===== config.mk =====
export PLATFORM = sky130hd
export DESIGN_NAME = gon_tag_sequencer_flat
export DESIGN_NICKNAME = d
export VERILOG_FILES = /design/src/rtl/gon_tag_sequencer_if.sv /design/src/rtl/gon_tag_sequencer.sv /design/src/flat_wrapper.sv
export SDC_FILE = /design/constraint.sdc
export NUM_CORES = 1
export LEC_CHECK = 0
export CAP_MARGIN = 20
export CORE_MARGIN = 2
export CORE_UTILIZATION = 35
export CTS_BUF_LIST = sky130_fd_sc_hd__clkbuf_8 sky130_fd_sc_hd__clkbuf_16
export CTS_CLUSTER_DIAMETER = 40
export DETAILED_ROUTE_END_ITERATION = 7
export GPL_ROUTABILITY_DRIVEN = 0
export HOLD_SLACK_MARGIN = 0.08
export PLACE_DENSITY_LB_ADDON = 0.1
export SKIP_LAST_GASP = 1
export SYNTH_ARGS = -nofsm -noshare
export SYNTH_HDL_FRONTEND = slang
export SYNTH_SLANG_ARGS = --single-unit

===== constraint.sdc =====
create_clock -name clk -period 26.9 [get_ports clk]
set_input_delay 5.38 -clock clk [delete_from_list [all_inputs] [get_ports clk]]
set_output_delay 5.38 -clock clk [all_outputs]
set_load 0.01 [all_outputs]

===== src/rtl/gon_tag_sequencer_if.sv =====
// Tag/data FIFO handshake bundle between the GON tag sequencer and its FIFOs.
// master = sequencer side, slave = FIFO/sink side.
interface gon_tag_sequencer_if #(
    parameter int ROW_TAG_WIDTH = 4,
    parameter int COL_TAG_WIDTH = 4
);
    logic [ROW_TAG_WIDTH-1:0] row_tag;
    logic [COL_TAG_WIDTH-1:0] col_tag;
    logic                     tags_wr_en;
    logic                     tags_full;
    logic                     data_rd_en;
    logic                     data_empty;
    logic                     sink_ready;
    logic                     data_valid;

    modport master (
        output row_tag, col_tag, tags_wr_en, data_rd_en, data_valid,
        input  tags_full, data_empty, sink_ready
    );

    modport slave (
        input  row_tag, col_tag, tags_wr_en, data_rd_en, data_valid,
        output tags_full, data_empty, sink_ready
    );
endinterface


===== src/rtl/gon_tag_sequencer.sv =====
// GON tag sequencer: issues raster-ordered row/col tags for a rows x cols x passes job
// and drains the matching data words. Optional drain watchdog under GON_SEQ_TIMEOUT_EN.
module gon_tag_sequencer #(
    parameter int ROW_TAG_WIDTH = 4,
    parameter int COL_TAG_WIDTH = 4,
    parameter int PASS_WIDTH    = 8,
    parameter int TIMEOUT_WIDTH = 16
) (
    input  logic                     clk,
    input  logic                     reset,
    input  logic                     start,
    input  logic [ROW_TAG_WIDTH-1:0] cfg_rows,
    input  logic [COL_TAG_WIDTH-1:0] cfg_cols,
    input  logic [PASS_WIDTH-1:0]    cfg_passes,
    gon_tag_sequencer_if.master      fifo,
    output logic                     busy,
    output logic                     done,
    output logic                     timeout_err
);
    localparam int CNT_W = ROW_TAG_WIDTH + COL_TAG_WIDTH + PASS_WIDTH;

    typedef enum logic [1:0] {IDLE, RUN, DRAIN, DONE} state_t;
    state_t state_q, state_d;

    logic [ROW_TAG_WIDTH-1:0] rows_q, row_q;
    logic [COL_TAG_WIDTH-1:0] cols_q, col_q;
    logic [PASS_WIDTH-1:0]    passes_q, pass_q;
    logic [CNT_W-1:0]         rd_cnt_q, total;
    logic                     data_valid_q;
    logic                     start_ok, cfg_zero, last_tag, tag_wr;
    logic                     rd_en, rd_last, rd_done, timeout_hit;

    assign total    = CNT_W'(rows_q) * CNT_W'(cols_q) * CNT_W'(passes_q);
    assign start_ok = start && (state_q == IDLE);
    assign cfg_zero = (cfg_rows == '0) || (cfg_cols == '0) || (cfg_passes == '0);
    assign last_tag = (row_q == rows_q - ROW_TAG_WIDTH'(1)) &&
                      (col_q == cols_q - COL_TAG_WIDTH'(1)) &&
                      (pass_q == passes_q - PASS_WIDTH'(1));
    assign tag_wr   = (state_q == RUN) && !fifo.tags_full;
    // Reads stop once the job total is reached even if tags are still being issued.
    assign rd_en    = ((state_q == RUN) || (state_q == DRAIN)) && (rd_cnt_q != total) &&
                      !fifo.data_empty && fifo.sink_ready;
    assign rd_last  = rd_en && (rd_cnt_q == total - CNT_W'(1));
    assign rd_done  = rd_last || (rd_cnt_q == total);

    assign fifo.row_tag    = row_q;
    assign fifo.col_tag    = col_q;
    assign fifo.tags_wr_en = tag_wr;
    assign fifo.data_rd_en = rd_en;
    assign fifo.data_valid = data_valid_q;
    assign busy            = (state_q == RUN) || (state_q == DRAIN);
    assign done            = (state_q == DONE);

`ifdef GON_SEQ_TIMEOUT_EN
    logic [TIMEOUT_WIDTH-1:0] wdog_q;
    logic                     timeout_q;

    // Fires on the idle DRAIN cycle that carries the counter to all-ones.
    assign timeout_hit = (state_q == DRAIN) && !rd_en && (wdog_q == ~TIMEOUT_WIDTH'(1));
    assign timeout_err = timeout_q;

    always_ff @(posedge clk or posedge reset) begin
        if (reset) begin
            wdog_q    <= '0;
            timeout_q <= 1'b0;
        end else begin
            if (start_ok)         timeout_q <= 1'b0;
            else if (timeout_hit) timeout_q <= 1'b1;
            if ((state_q == DRAIN) && !rd_en) wdog_q <= wdog_q + TIMEOUT_WIDTH'(1);
            else                              wdog_q <= '0;
        end
    end
`else
    assign timeout_hit = 1'b0;
    assign timeout_err = 1'b0;
`endif

    always_ff @(posedge clk or posedge reset) begin
        if (reset) state_q <= IDLE;
        else       state_q <= state_d;
    end

    always_comb begin
        state_d = state_q;
        case (state_q)
            IDLE:  if (start_ok) state_d = cfg_zero ? DONE : RUN;
            RUN:   if (tag_wr && last_tag) state_d = rd_done ? DONE : DRAIN;
            DRAIN: if (rd_done || timeout_hit) state_d = DONE;
            DONE:  state_d = IDLE;
        endcase
    end

    always_ff @(posedge clk or posedge reset) begin
        if (reset) begin
            rows_q       <= '0;
            cols_q       <= '0;
            passes_q     <= '0;
            row_q        <= '0;
            col_q        <= '0;
            pass_q       <= '0;
            rd_cnt_q     <= '0;
            data_valid_q <= 1'b0;
        end else begin
            data_valid_q <= rd_en;
            if (start_ok) begin
                rows_q   <= cfg_rows;
                cols_q   <= cfg_cols;
                passes_q <= cfg_passes;
                row_q    <= '0;
                col_q    <= '0;
                pass_q   <= '0;
                rd_cnt_q <= '0;
            end else begin
                if (tag_wr) begin
                    if (col_q == cols_q - COL_TAG_WIDTH'(1)) begin
                        col_q <= '0;
                        if (row_q == rows_q - ROW_TAG_WIDTH'(1)) begin
                            row_q  <= '0;
                            pass_q <= pass_q + PASS_WIDTH'(1);
                        end else begin
                            row_q <= row_q + ROW_TAG_WIDTH'(1);
                        end
                    end else begin
                        col_q <= col_q + COL_TAG_WIDTH'(1);
                    end
                end
                if (rd_en) rd_cnt_q <= rd_cnt_q + CNT_W'(1);
            end
        end
    end
endmodule


===== src/flat_wrapper.sv =====
// flat-port wrapper written by rule: the top's interface ports become plain ports
module gon_tag_sequencer_flat 
#(
    parameter int ROW_TAG_WIDTH = 4,
    parameter int COL_TAG_WIDTH = 4,
    parameter int PASS_WIDTH    = 8,
    parameter int TIMEOUT_WIDTH = 16
)
  (clk, reset, start, cfg_rows, cfg_cols, cfg_passes, busy, done, timeout_err, fifo_row_tag, fifo_col_tag, fifo_tags_wr_en, fifo_data_rd_en, fifo_data_valid, fifo_tags_full, fifo_data_empty, fifo_sink_ready);
  gon_tag_sequencer_if #(.ROW_TAG_WIDTH(ROW_TAG_WIDTH), .COL_TAG_WIDTH(COL_TAG_WIDTH)) fifo_i ();
  input  logic clk;
  input  logic reset;
  input  logic start;
  input  logic [ROW_TAG_WIDTH-1:0] cfg_rows;
  input  logic [COL_TAG_WIDTH-1:0] cfg_cols;
  input  logic [PASS_WIDTH-1:0] cfg_passes;
  output logic busy;
  output logic done;
  output logic timeout_err;
  output wire logic [$bits(fifo_i.row_tag)-1:0] fifo_row_tag;
  output wire logic [$bits(fifo_i.col_tag)-1:0] fifo_col_tag;
  output wire logic [$bits(fifo_i.tags_wr_en)-1:0] fifo_tags_wr_en;
  output wire logic [$bits(fifo_i.data_rd_en)-1:0] fifo_data_rd_en;
  output wire logic [$bits(fifo_i.data_valid)-1:0] fifo_data_valid;
  input wire logic [$bits(fifo_i.tags_full)-1:0] fifo_tags_full;
  input wire logic [$bits(fifo_i.data_empty)-1:0] fifo_data_empty;
  input wire logic [$bits(fifo_i.sink_ready)-1:0] fifo_sink_ready;
  assign fifo_row_tag = fifo_i.row_tag;
  assign fifo_col_tag = fifo_i.col_tag;
  assign fifo_tags_wr_en = fifo_i.tags_wr_en;
  assign fifo_data_rd_en = fifo_i.data_rd_en;
  assign fifo_data_valid = fifo_i.data_valid;
  assign fifo_i.tags_full = fifo_tags_full;
  assign fifo_i.data_empty = fifo_data_empty;
  assign fifo_i.sink_ready = fifo_sink_ready;
  gon_tag_sequencer #(.ROW_TAG_WIDTH(ROW_TAG_WIDTH), .COL_TAG_WIDTH(COL_TAG_WIDTH), .PASS_WIDTH(PASS_WIDTH), .TIMEOUT_WIDTH(TIMEOUT_WIDTH)) u_core (.clk(clk), .reset(reset), .start(start), .cfg_rows(cfg_rows), .cfg_cols(cfg_cols), .cfg_passes(cfg_passes), .fifo(fifo_i), .busy(busy), .done(done), .timeout_err(timeout_err));
endmodule

==> flow_summary.ini, run 1 <==
[status]
status = finished, final reports clean

[floorplanning]
io_pins = 36
die_width_um = 138.7
initial_utilization_pct = 35.46
floorplan.die_area_um2 = 19230
num_rows = 49
die_height_um = 138.7
placeableCoreArea_um2 = 17900

[synth]
dominantRegCellSynth = sky130_fd_sc_hd__dfrtp_1
synth_enable_flop_cells = 0
yosys.area_share.xor_xnor_pct = 11.45
yosys.area_share.simple_pct = 21.13
synth.avg_cell_area_um2 = 8.601
synth_async_sr_flop_share_pct = 100.0
yosys_register_bits = 51
synth.area.mux_share_pct = 2.641
ys.warnings.count = 0
synth-seq-area-share_pct = 20.11
syn_inst = 738
combinational_family_with_the_most_area_after_synthesis = adder cells
syn-cell-area_um2 = 6347
synth-compound-area-share_pct = 12.46
synth.lib_cells_used.distinct = 74
postSynthNetCount = 861
synth-adder-area-share_pct = 24.64

[drt]
dr_wl_met2_um = 6937
top_layer = met4
vias_per_cell = 5.275
wl_met3_um = 458
avgRoutedWirePerCell_um = 15.80
drt_first_pass_iters = 5
dr.first_iter.drc_count = 225
total_number_of_vias = 5138
route.final.wire_length_um = 15390
routedLengthMet1_um = 7811
route.detailed.drc = 0
remaining_antenna_violation_count = 0

[finish]
diodes = 0
layout-area-overhead-vs-synth_pct = 9.915
final_nets = 868
layout_commonest_cell = sky130_fd_sc_hd__inv_1
finish.utilization_pct = 38.97
fillerInstances = 1809
most-common-layout-cells = sky130_fd_sc_hd__inv_1 (83), sky130_fd_sc_hd__nand2_1 (66), sky130_fd_sc_hd__ha_1 (61)
post_route_cells_drive_above_1_share_pct = 4.832

[hold_path]
worst_hold_path.num_cells = 2
hold_class = reg2reg

[timing]
worstMarginPinSlew_ns = 0.9571
period_share_pct = 52.98
rsz_0062_raised_after_global_routing = no
slew_violations = 0
fmax_mhz = 70.16
timing_hold_violations_final = 0
worst_clock_skew_ns = 0.009694
post-route-min-period_ns = 14.25
fin_tns_setup_ns = 0
relSlewSlack_pct = 35.76
setup_viol = 0

[global_route]
antenna_found_initial = 0
grt.total_usage_pct = 16.80
grt_overflow_total = 0
grt_max_degree = 52
grt_pass1_wl_um = 26970
grt_pass1_vias = 5282

[clock_network]
clock_latency_ns = 0.30
post_cts_resize_count = 0
post_cts_buffers = 0
cts.path.max_buffers = 2
cts-htree-levels = 2
cts_hold_repair.buffers = 0
tritoncts = done
buffer_cell_driving_the_clock_tree_root = sky130_fd_sc_hd__clkbuf_16
numCtsBuffers = 5
cts.sinks = 51
clk_pin_slew_ns = 0.07

[power_and_ir_drop]
pwr_density_cell_nw_per_um2 = 25.21
cell_leakage_power_nw = 3.249
post_layout_power_mw = 0.1759
ir_drop_mv = 0.03148

[worst_setup_path]
largest_fanout_on_the_critical_path = 13
worst_setup_path_start_kind = flop
worst_ep_required_time_ns = 21.52
criticalPathCategory = reg2out
crit_path_end_kind = output pin
critPathArrivalTime_ns = 8.87
worst-r2r-cell-count = 28

[flow_run]
maxCapViolCount = 0

[placement]
port_buffer_count = 34
detailedPlacementHpwl_um = 12400
critical path, stage by stage, from the launching register on:
cell	delay [ns]
sky130_fd_sc_hd__dfrtp_1	0.57
sky130_fd_sc_hd__nand2_1	0.14
sky130_fd_sc_hd__fa_1	0.52
sky130_fd_sc_hd__fa_1	0.61
sky130_fd_sc_hd__inv_1	0.06
sky130_fd_sc_hd__ha_1	0.28
sky130_fd_sc_hd__a21o_1	0.18
sky130_fd_sc_hd__a21oi_1	0.23
sky130_fd_sc_hd__o21bai_1	0.09
sky130_fd_sc_hd__a21oi_1	0.19
sky130_fd_sc_hd__xnor2_1	0.30
sky130_fd_sc_hd__and2_1	0.22
sky130_fd_sc_hd__fa_1	0.40
sky130_fd_sc_hd__inv_1	0.07
sky130_fd_sc_hd__fa_1	0.44
sky130_fd_sc_hd__fa_1	0.52
sky130_fd_sc_hd__fa_1	0.55
sky130_fd_sc_hd__inv_1	0.04
sky130_fd_sc_hd__ha_1	0.44
sky130_fd_sc_hd__o21ai_0	0.16
sky130_fd_sc_hd__a21o_2	0.23
sky130_fd_sc_hd__o211ai_1	0.65
sky130_fd_sc_hd__xnor2_1	0.19
sky130_fd_sc_hd__nand4b_1	0.13
sky130_fd_sc_hd__or4b_4	0.61
sky130_fd_sc_hd__and2_1	0.25
sky130_fd_sc_hd__clkdlybuf4s50_1	0.50
cells in the mapped netlist, types with 5 or more instances:
master	number	area, µm²
sky130_fd_sc_hd__a21oi_1	29	145.1
sky130_fd_sc_hd__mux2_2	10	112.6
sky130_fd_sc_hd__fa_1	40	800.8
sky130_fd_sc_hd__buf_2	6	30.03
sky130_fd_sc_hd__nor2_1	49	183.9
sky130_fd_sc_hd__clkbuf_1	26	97.59
sky130_fd_sc_hd__inv_1	84	315.3
sky130_fd_sc_hd__and3_1	12	75.07
sky130_fd_sc_hd__nand3_1	16	80.08
sky130_fd_sc_hd__nor4_1	11	68.82
sky130_fd_sc_hd__nor2b_1	8	50.05
sky130_fd_sc_hd__and2_1	33	206.5
sky130_fd_sc_hd__o211ai_1	5	37.54
sky130_fd_sc_hd__xnor2_1	44	385.4
sky130_fd_sc_hd__a21o_1	10	75.07
sky130_fd_sc_hd__xor2_1	25	219.0
sky130_fd_sc_hd__nand2b_1	9	56.30
sky130_fd_sc_hd__o21ai_0	26	130.1
sky130_fd_sc_hd__dfrtp_1	51	1276
sky130_fd_sc_hd__nand4_1	8	50.05
sky130_fd_sc_hd__nor3_1	15	75.07
sky130_fd_sc_hd__or3_1	11	68.82
sky130_fd_sc_hd__nand2_1	66	247.7
sky130_fd_sc_hd__ha_1	61	763.2
registers in the layout (all words and copies together), names as in the netlist:
register and count:
u_core.rd_cnt_q 16, u_core.pass_q 8, u_core.passes_q 8, u_core.cols_q 4
u_core.fifo.col_tag 4, u_core.fifo.row_tag 4, u_core.rows_q 4, u_core.state_q 2
u_core.fifo.data_valid 1
report_power, final:
group          total [mW]  leakage, nW  internal (mW)  switching, mW
Combinational      0.0206         2.52         0.0108        0.00974
Clock              0.0669       0.0733         0.0370         0.0299
Sequential         0.0885        0.655         0.0807        0.00783
Total               0.176         3.25          0.128         0.0475
routing by layer:
metal,vias up,global-route usage [%]
li1,2511,-
met1,2536,24.43
met2,78,27.59
met3,13,1.278
met4,0,3.668
met5,-,0
final cells by class:
cell class	count	area (µm²)	share of cell area, %
Clock inverter	1	8.758	0.1255
Sequential cell	51	1276	18.29
Clock buffer	6	138.9	1.991
Tap cell	229	286.5	4.107
Multi-Input combinational cell	567	4596	65.87
Inverter	84	315.3	4.519
Timing Repair Buffer	36	355.3	5.093
logic make-up after synthesis:
kind of cell / after synthesis
simple gates: 258
buf+inv: 120
compound gates: 117
fa+ha+maj: 101
xor+xnor: 75
flops: 51
mux: 15
other cells: 1
per-stage QoR:
stage | instance area, µm² | hold slack [ns] | instances | setup WS, ns
5_1_grt | 6977 | 0.6119 | 974 | 12.18
3_3_place_gp | 6829 | 0.5499 | 967 | 13.16
2_1_floorplan | 6347 | 0.5223 | 738 | 14.14
3_5_place_dp | 6829 | 0.5709 | 967 | 13.01
6_report | 6977 | 0.5762 | 974 | 12.65
4_1_cts | 6977 | 0.5803 | 974 | 12.66
path summary, 6_finish.rpt:
check	startpoint	end	slack (ns)
max	u_core.rows_q[0]$_DFFE_PP0P_	fifo_data_rd_en	12.65
max reg2reg	u_core.rows_q[0]$_DFFE_PP0P_	u_core.rd_cnt_q[11]$_DFFE_PP0P_	18.26
min	u_core.pass_q[7]$_DFFE_PP0P_	u_core.pass_q[7]$_DFFE_PP0P_	0.58
min in group asynchronous	reset	u_core.rd_cnt_q[4]$_DFFE_PP0P_	5.58
min reg2reg	u_core.pass_q[7]$_DFFE_PP0P_	u_core.pass_q[7]$_DFFE_PP0P_	0.58
max in group asynchronous	reset	u_core.rows_q[0]$_DFFE_PP0P_	20.86
Note: power is estimated with default switching activity, not from simulation.
==> inputs of run 2 (changes only) <==
- clock period: 26.9 -> 14.5 ns (I/O delays scaled with it)
==> run 2 against run 1 <==
Largest power group unchanged. Sequential share of layout area is the same. First-iteration DRC count grew 4.9%. Wire length shrank 0.12%. Total power grew 86%. Die area is the same. Sequential power grew 85%. Critical path depth is the same. Worst hold slack is essentially flat. Global-route usage is essentially flat. Cell area is the same. Register-to-register slack lost 12 ns.
==> flow_summary.ini, run 2 (synthesized netlist as in run 1, its figures left out) <==
[global_route]
grt_max_degree = 52
grt_pass1_vias = 5283
grt_pass1_wl_um = 26990
grt_overflow_total = 0
grt.total_usage_pct = 16.81
antenna_found_initial = 0

[timing]
timing_hold_violations_final = 0
worstMarginPinSlew_ns = 0.9572
setup_viol = 0
post-route-min-period_ns = 11.77
slew_violations = 0
worst_clock_skew_ns = 0.009907
fmax_mhz = 84.98
relSlewSlack_pct = 35.75
rsz_0062_raised_after_global_routing = no
period_share_pct = 81.16
fin_tns_setup_ns = 0

[worst_setup_path]
worst_setup_path_start_kind = flop
worst_ep_required_time_ns = 11.60
crit_path_end_kind = output pin
max_stage_delay_ns = 0.64
critPathArrivalTime_ns = 8.87
critical_path_top_delay_cell = sky130_fd_sc_hd__o211ai_1
criticalPathCategory = reg2out
cpMostUsedCell = sky130_fd_sc_hd__fa_1
flop2flop_setup_slack_ns = 5.85
largest_fanout_on_the_critical_path = 13

[drt]
routedLengthMet1_um = 7841
avgRoutedWirePerCell_um = 15.78
total_number_of_vias = 5137
wl_met3_um = 425
drt_first_pass_iters = 4
top_layer = met4
vias_per_cell = 5.274
route.final.wire_length_um = 15370
remaining_antenna_violation_count = 0
route.detailed.drc = 0
dr_wl_met2_um = 6919
dr.first_iter.drc_count = 236

[floorplanning]
initial_utilization_pct = 35.46
die_width_um = 138.7
die_height_um = 138.7
num_rows = 49
io_pins = 36
placeableCoreArea_um2 = 17900
floorplan.die_area_um2 = 19230

[placement]
port_buffer_count = 34
placed_cells = 967
detailedPlacementHpwl_um = 12400

[finish]
layout_commonest_cell = sky130_fd_sc_hd__inv_1
largest-register = u_core.rd_cnt_q
fillerInstances = 1809
largest_reg_flops = 16
diodes = 0
post_layout_cell_count = 974
layout-area-overhead-vs-synth_pct = 9.915
layout.area.seq_um2 = 1276
biggestRegsByFlops = u_core.rd_cnt_q: 16 flops, u_core.pass_q: 8 flops, u_core.passes_q: 8 flops
multi_input_comb_area_um2 = 4596
final_nets = 868
most-common-layout-cells = sky130_fd_sc_hd__inv_1 (83), sky130_fd_sc_hd__nand2_1 (66), sky130_fd_sc_hd__ha_1 (61)
post_route_cells_drive_above_1_share_pct = 4.832

[power_and_ir_drop]
ir_drop_mv = 0.05833
pwr_density_cell_nw_per_um2 = 46.78
cell_leakage_power_nw = 3.249

[clock_network]
buffer_cell_driving_the_clock_tree_root = sky130_fd_sc_hd__clkbuf_16
clock_latency_ns = 0.30
post_cts_resize_count = 0
numCtsBuffers = 5
cts-htree-levels = 2
post_cts_buffers = 0
clk_pin_slew_ns = 0.07
cts_hold_repair.buffers = 0
cts.sinks = 51
cts.path.max_buffers = 2
tritoncts = done

[flow_run]
maxCapViolCount = 0

[hold_path]
hold_class = reg2reg

[status]
status = finished, final reports clean
## run 2: path summary, 6_finish.rpt
kind	from	end	depth (start not counted)
worst max register to register	u_core.rows_q[0]$_DFFE_PP0P_	u_core.rd_cnt_q[11]$_DFFE_PP0P_	28
max in group asynchronous	reset	u_core.rows_q[0]$_DFFE_PP0P_	3
min in group asynchronous	reset	u_core.rd_cnt_q[4]$_DFFE_PP0P_	3
worst min-delay path	u_core.pass_q[7]$_DFFE_PP0P_	u_core.pass_q[7]$_DFFE_PP0P_	2
worst max-delay path	u_core.rows_q[0]$_DFFE_PP0P_	fifo_data_rd_en	26
worst min register to register	u_core.pass_q[7]$_DFFE_PP0P_	u_core.pass_q[7]$_DFFE_PP0P_	2
## run 2: area by class of cell
cell class / count / area share (%)
clock inverter: 1 / 0.1255
tap: 229 / 4.107
timing repair buffer: 36 / 5.093
sequential: 51 / 18.29
clock buffer: 6 / 1.991
inverter: 84 / 4.519
multi-input combinational: 567 / 65.87
## run 2: per-layer routing
layer | vias to the layer above | GRT usage, %
met5 | - | 0
met4 | 0 | 3.668
met3 | 13 | 1.278
met2 | 79 | 27.59
met1 | 2532 | 24.45
li1 | 2513 | -
## run 2: report_power, final
| part | switching [mW] | total (mW) | internal, mW | leakage [nW] |
|---|---|---|---|---|
| Clock | 0.0555 | 0.124 | 0.0686 | 0.0733 |
| Sequential | 0.0145 | 0.164 | 0.150 | 0.655 |
| Combinational | 0.0181 | 0.0382 | 0.0201 | 2.52 |
| Total | 0.0881 | 0.326 | 0.238 | 3.25 |
## run 2: stage by stage
step	total power, mW	hold slack, ns	utilization, %	setup slack [ns]	cell area (µm²)
floorplan	0.1901	0.5223	-	4.225	6347
global placement	0.2044	0.5499	38.15	3.236	6829
detailed placement	0.2055	0.5709	38.15	3.092	6829
finish	0.3264	0.5762	38.97	2.732	6977
global route	0.3428	0.6119	38.97	2.256	6977
CTS	0.3306	0.5803	38.97	2.736	6977
## run 2: critical path: cells and delay by family, from the launching register on
family / cells / cell delay (ns)
XOR/XNOR: 2 / 0.50
AND/OR/NAND/NOR: 5 / 1.36
AO/OA/AOI/OAI: 7 / 1.72
buffers and inverters: 4 / 0.67
adder cells (fa/ha/maj): 8 / 3.76
flip-flops: 1 / 0.57
==> inputs of run 3 (changes only) <==
- clock period: 14.5 -> 11.9 ns (I/O delays scaled with it)
==> results of run 3 <==
The final DEF is identical to that of run 1. Status: finished, final reports clean.
Among the figures that moved: setup slack after placement 13.01 ns -> 1.012 ns; setup slack after layout 12.65 ns -> 0.6478 ns; register-to-register setup slack 18.26 ns -> 3.26 ns; total power 0.1759 mW -> 0.3976 mW; worst IR drop on VDD 0.03148 mV -> 0.07116 mV
